$ cat src/rtl/pdm_decimator.sv
// Third-order CIC (sinc^3) decimator: 1-bit PDM stream in, unsigned PCM samples out.
// Integrators run every clock; the comb section and output register update once per DECIM cycles.
module pdm_decimator #(
  parameter int DECIM = 512,
  parameter int OUT_W = 16
) (
  input  logic             clk,
  input  logic             rstn,
  input  logic             pdm,
  output logic [OUT_W-1:0] sample,
  output logic             sample_valid
);

  localparam int L  = $clog2(DECIM);
  localparam int W  = 3 * L + 1;
  localparam int SH = 3 * L - OUT_W;
  localparam logic [W-1:0] FULL = {1'b1, {(3 * L){1'b0}}};

  logic [W-1:0] i1, i2, i3;
  logic [W-1:0] d1, d2, d3;
  logic [W-1:0] c0, c1, c2, c3;
  logic [L-1:0] ph;
  logic [1:0]   wu;
  logic         tick;

  // DECIM is a power of two, so the last phase is all ones.
  assign tick = &ph;

  // All arithmetic wraps modulo 2^W; the comb differences cancel the integrator overflow.
  assign c0 = i3;
  assign c1 = c0 - d1;
  assign c2 = c1 - d2;
  assign c3 = c2 - d3;

  always_ff @(posedge clk or negedge rstn) begin
    if (!rstn) begin
      i1 <= '0;
      i2 <= '0;
      i3 <= '0;
      ph <= '0;
    end else begin
      i1 <= i1 + {{(W-1){1'b0}}, pdm};
      i2 <= i2 + i1;
      i3 <= i3 + i2;
      ph <= ph + 1'b1;
    end
  end

  always_ff @(posedge clk or negedge rstn) begin
    if (!rstn) begin
      d1 <= '0;
      d2 <= '0;
      d3 <= '0;
    end else if (tick) begin
      d1 <= c0;
      d2 <= c1;
      d3 <= c2;
    end
  end

  // Warm-up: the first three ticks see a partially filled pipeline and are not strobed.
  always_ff @(posedge clk or negedge rstn) begin
    if (!rstn) begin
      wu <= '0;
    end else if (tick && (wu != 2'd3)) begin
      wu <= wu + 2'd1;
    end
  end

  // Only a constant-ones frame reaches FULL; clamp it instead of letting it truncate to zero.
  always_ff @(posedge clk or negedge rstn) begin
    if (!rstn) begin
      sample       <= '0;
      sample_valid <= 1'b0;
    end else begin
      sample_valid <= tick && (wu == 2'd3);
      if (tick) begin
        if (c3 >= FULL) sample <= '1;
        else            sample <= c3[SH +: OUT_W];
      end
    end
  end

endmodule

$ cat config.mk
export PLATFORM = sky130hd
export DESIGN_NAME = pdm_decimator
export DESIGN_NICKNAME = d
export VERILOG_FILES = /design/src/rtl/pdm_decimator.sv
export SDC_FILE = /design/constraint.sdc
export NUM_CORES = 1
export LEC_CHECK = 0
export CAP_MARGIN = 20
export CORE_ASPECT_RATIO = 1.1
export CORE_MARGIN = 2
export CORE_UTILIZATION = 55
export CTS_BUF_LIST = sky130_fd_sc_hd__clkbuf_8
export CTS_CLUSTER_SIZE = 14
export DETAILED_ROUTE_END_ITERATION = 8
export PLACE_DENSITY_LB_ADDON = 0.2
export REMOVE_ABC_BUFFERS = 1
export SLEW_MARGIN = 10
export SYNTH_ARGS = -nofsm -noshare
export SYNTH_HDL_FRONTEND = slang
export SYNTH_SLANG_ARGS = --single-unit
export TNS_END_PERCENT = 30
$ cat constraint.sdc
create_clock -name clk -period 6.9 [get_ports clk]
set_clock_uncertainty 0.15 [all_clocks]
set_input_delay 1.035 -clock clk [delete_from_list [all_inputs] [get_ports clk]]
set_output_delay 1.035 -clock clk [all_outputs]
set_load 0.02 [all_outputs]
# [Word level (Yosys, flattened, before mapping)]
# Cells that the tools add are included.
[totals] output_inout_bits=17 word_cells=25 register_bits=196
[op_classes] n_eq_ne=2 n_reduce_logical=3 n_mux=1 add_sub_neg=8 magnitude_cmp=1
[op_table] operator="28-bit subtractor" n=3
[op_table] operator="28-bit adder" n=2
[op_table] operator="28-bit by 1-bit adder with 28-bit output" n=1
[op_table] operator="28-bit >= comparator (second input constant)" n=1
[op_table] operator="16-bit 2-to-1 mux" n=1
[op_table] operator="9-bit by 1-bit adder with 9-bit output (second input constant)" n=1
[op_table] operator="9-bit AND reduction" n=1
[op_table] operator="2-bit by 1-bit adder with 2-bit output (second input constant)" n=1
[op_table] operator="2-bit equality test (second input constant)" n=1
[op_table] operator="1-bit logical AND" n=2
[op_table] operator="2-bit inequality test (second input constant)" n=1

# [Logic depth before layout (Yosys ltp)]
# Gate-level depths: netlist (run 1).
[logic_depth] depth_word=5 ltp_mapped=32 depth_no_buf=31

# [Worst setup path before layout (run 1)]
# Ideal clock, no wire load.
[synth_timing] path_kind="reg2reg" start="register i3[2] (netlist: c0[2])" end="register sample[7]" setup_time_ps=139 path_stages_with_launch=30 t_arrival_ps=5832 required_time_ps=6611 slack_ps=778 n_path_buf=1 path_cell_list="dfrtp_1 > ha_1 > nor2b_1 > o21ai_1 > a21boi_0 > o31a_1 > o41a_1 > nor2_1 > o21bai_1 > a21oi_1 > xnor2_1 > ha_1 > a2111oi_4 > nand2_2 > o31ai_2 > nand2_1 > a21o_1 > a21oi_1 > xnor2_1 > ha_1 > nand2_1 > a21oi_1 > a221oi_1 > nor2_1 > a211oi_2 > a211oi_1 > a211oi_1 > xnor2_2 > buf_6 > o211ai_1"
[synth_between] elab_chain_cells=5
[synth_rtl] item="start: declaration" line_no="19" rtl="logic [W-1:0] i1, i2, i3;"
[synth_rtl] item="start signal: assignment" line_no="44" rtl="i3 <= i3 + i2;"
[synth_rtl] item="28-bit subtractor (*)" line_no="31" rtl="assign c1 = c0 - d1;"
[synth_rtl] item="net c1[12]" line_no="21" rtl="logic [W-1:0] c0, c1, c2, c3;"
[synth_rtl] item="28-bit subtractor (*)" line_no="32" rtl="assign c2 = c1 - d2;"
[synth_rtl] item="net c2[17]" line_no="21"
[synth_rtl] item="28-bit subtractor (*)" line_no="33" rtl="assign c3 = c2 - d3;"
[synth_rtl] item="28-bit >= comparator" line_no="78" rtl="if (c3 >= FULL) sample <= '1;"
[synth_rtl] item="16-bit 2-to-1 mux (*)" line_no="78"
[synth_rtl] item="end signal: assignment" line_no="79" rtl="else sample <= c3[SH +: OUT_W];"
[synth_rtl] item="end: declaration" line_no="10" rtl="output logic [OUT_W-1:0] sample,"
# Mark *: on every way through the listed nets, which the timed path passes. The rest lies on a longest branch.
# A chain may end at the register's enable or synchronous reset.

# [Final worst setup path (run 1)]
[layout_timing] start="register i3[0] (netlist: c0[0])" end="register sample[8]"
[layout_between] elab_chain_cells=5
[layout_rtl] item="28-bit subtractor" line_no="31"
[layout_rtl] item="net c1[12]" line_no="21"
[layout_rtl] item="28-bit subtractor" line_no="32"
[layout_rtl] item="net c2[25]" line_no="21"
[layout_rtl] item="28-bit subtractor" line_no="33"
[layout_rtl] item="28-bit >= comparator" line_no="78"
[layout_rtl] item="16-bit 2-to-1 mux" line_no="78"
# The timed path passes the listed nets, and every way through them passes these cells.

==> run summary, run 1 <==
Area Overhead vs Synth - 6.89%
Setup WS pre-CTS - 0.0754 ns
Total gr overflow - 0
Post-synth top flop - dfrtp_1
Nets - 1,608
Hold Path Stages - 1
# IOs - 20
Longest Clk Path Bufs - 2
Core area - 23,700 um2
Slew headroom - 0.419
Later-pin clock latency in the skew report - 0.48 ns
Number of diodes - 0
Filler instances - 2,054
Initial Util - 0.562
WL met1 - 11,700 um
Post-synth EDFFs - 0
ANT nets after route - 0
Via count - 10,000
Reg-to-reg critical path startpoint - c0[0]
Fin crit period - 6.44 ns
Top routing layer used - met4
Most frequent CP cell - ha_1
Sequential element share of the synthesized area - 0.368
Final Setup Violations - 0
Fmax - 155 MHz
Post-Synthesis Cell Area - 13,300 um2
Die Y-Extent - 167 um
Max cap viols - 0
Status - complete, no violations
DRT iter0 DRCs - 329
CP peak stage delay - 0.45 ns
Input/output buffers - 19
DIE WIDTH - 152 um
Fin. max-slew vios - 0
TNS Setup - 0 ns
Via-per-instance ratio - 5.65
Total CTS buffers - 17
Share of layout cells above drive strength 1 - 0.0516
Most common library cell in the layout ignoring fill and taps - dfrtp_1
Worst-path clk slew - 0.11 ns
Largest net degree at the start of global routing - 100
First-pass GRT wire length - 44,400 um
# DRC - 0
Final GP Congestion - 0.820
Setup ws final - 0.455 ns
Async SR Flop Fraction - 1.00
Post-DP HPWL - 19,000 um
Total GRT Usage - 0.205
Die ar. - 25,500 um2
RSZ-0062 raised after global routing - false
R2R cell count - 29
Critical path origin - c0[0]
Initial antenna violation count - 0
Final period util - 0.934
Num rows - 59
Worst hold path startpoint - ph[7]
CP max-delay cell - a2111oi_4
Root buffer cell - clkbuf_8
Crit Path Class - reg2reg
Yosys top cell area share - 0.368
Arr. time, crit path - 6.61 ns
Clk sink count - 196
Synth area leaders - dfrtp_1, ha_1, xnor2_1, o21ai_0, a21oi_1
Number of detailed-route iterations in the first pass - 5
Synth area leader - dfrtp_1
Mapped Cells - 1,451
Worst Path Required - 7.07 ns
Most frequent cells in the layout - dfrtp_1, ha_1, inv_1
Finished Layout Cells - 1,779
Final Hold Viols - 0
Routed WL per cell - 14.1 um
Worst-Margin Slew - 0.871 ns
Crit-path max FO - 14
Met2 routed WL - 12,500 um
Yosys cell types - 73
Syn Area/Cell - 9.18 um2
Routed wl met3 - 568 um
Dpl cells - 1,745
TritonCTS clock tree - done
Worst Hold Class - reg2reg
H-tree levels - 4
CP Launch Type - register
Yosys warnings - 0
#FFs+latches synth - 196
Worst setup EP type - register
Final wirelength - 25,100 um
Number of global-route vias before repair - 9,912
critical path, delay by kind of cell, from the launching register on:
family                   cells  cell delay (ns)
XOR/XNOR                     3             0.51
flip-flops                   1             0.40
AO/OA/AOI/OAI               15             3.13
AND/OR/NAND/NOR              5             0.80
buffers and inverters        2             0.24
adder cells (fa/ha/maj)      4             1.05
per-stage QoR:
step / util / area [um2] / hold slack [ns]
2_1_floorplan: - / 13200 / 0.285
3_3_place_gp: 0.582 / 13800 / 0.307
3_5_place_dp: 0.582 / 13800 / 0.308
4_1_cts: 0.597 / 14200 / 0.325
5_1_grt: 0.601 / 14200 / 0.350
6_report: 0.601 / 14200 / 0.326
metal layers:
layer,vias to the layer above,GRT usage
met3,29,0.0251
met2,124,0.364
met4,0,0.0675
li1,5175,-
met5,-,0
met1,4721,0.260
cell families (layout without fill, tap and decap cells):
family                     Yosys count  count (layout)  synth area share
and+or+nand+nor                    361             361             0.131
AOI/OAI and AO/OA                  434             434             0.209
muxes                               23              23            0.0190
adders and majority gates          144             144             0.138
xor gates and xnor gates           134             134            0.0897
DFF                                196             196             0.368
buffers and inverters              159             182            0.0455
flip-flops by register name, summed over array words and instances, names as in the netlist:
| register | count |
|---|---|
| ph | 9 |
| sample | 16 |
| d2 | 28 |
| i2 | 28 |
| wu | 2 |
| sample_valid | 1 |
| i1 | 28 |
| c0 | 28 |
| d1 | 28 |
| d3 | 28 |
final timing paths:
check	slack (ns)	endpoint
max	0.46	sample[8]
min	0.33	ph[7]
max reg2reg	0.46	sample[8]
min reg2reg	0.33	ph[7]
max in group asynchronous	4.98	d2[16]
min in group asynchronous	0.36	i1[0]
cell type report:
cell class                 instances  area (um2)  area share
clock buffer                      17         234      0.0164
clock inverter                    15         121     0.00853
inverter                         125         469      0.0330
multi-input combinational       1096        7850       0.552
sequential                       196        4900       0.345
tap                              305         382      0.0268
timing repair buffer              25         272      0.0191
synth_stat cells (all sizes together) (4+ instances only):
library cell / instances
a211oi: 14
inv: 125
o21ai: 129
o21a: 23
nor4: 4
nor3: 24
a21oi: 101
nand2: 118
xnor2: 96
o211ai: 6
mux2: 18
o21bai: 14
o311ai: 4
nor2b: 19
o221ai: 8
o31ai: 10
mux2i: 5
clkbuf: 25
and2: 13
or3: 5
and4: 7
fa: 4
nand2b: 19
and3: 21
nand3: 33
ha: 140
xor2: 37
a21o: 52
buf: 9
a311oi: 4
dfrtp: 196
a21boi: 11
nand4: 13
a31oi: 16
nor2: 74
a2111oi: 6
repair_timing:
action                     in CTS  in global routing
hold buffers                    0                  0
gates resized for setup         0                  7
setup endpoints to repair       0                 16
setup buffers                   0                  1
Power of run 1 is left out: the tool's default activity adds up to more than one toggle a clock period on the data nets, which glitch-free logic cannot reach.
==> run 2: changes to the inputs <==
--- a/config.mk
+++ b/config.mk
@@ -14,7 +14,6 @@
 export DETAILED_ROUTE_END_ITERATION = 8
 export PLACE_DENSITY_LB_ADDON = 0.2
 export REMOVE_ABC_BUFFERS = 1
-export SLEW_MARGIN = 10
 export SYNTH_ARGS = -nofsm -noshare
 export SYNTH_HDL_FRONTEND = slang
 export SYNTH_SLANG_ARGS = --single-unit
==> results of run 2 <==
No change in the layout: final DEF, timing and power equal those of run 1.
Power of run 2 is left out for the same reason.
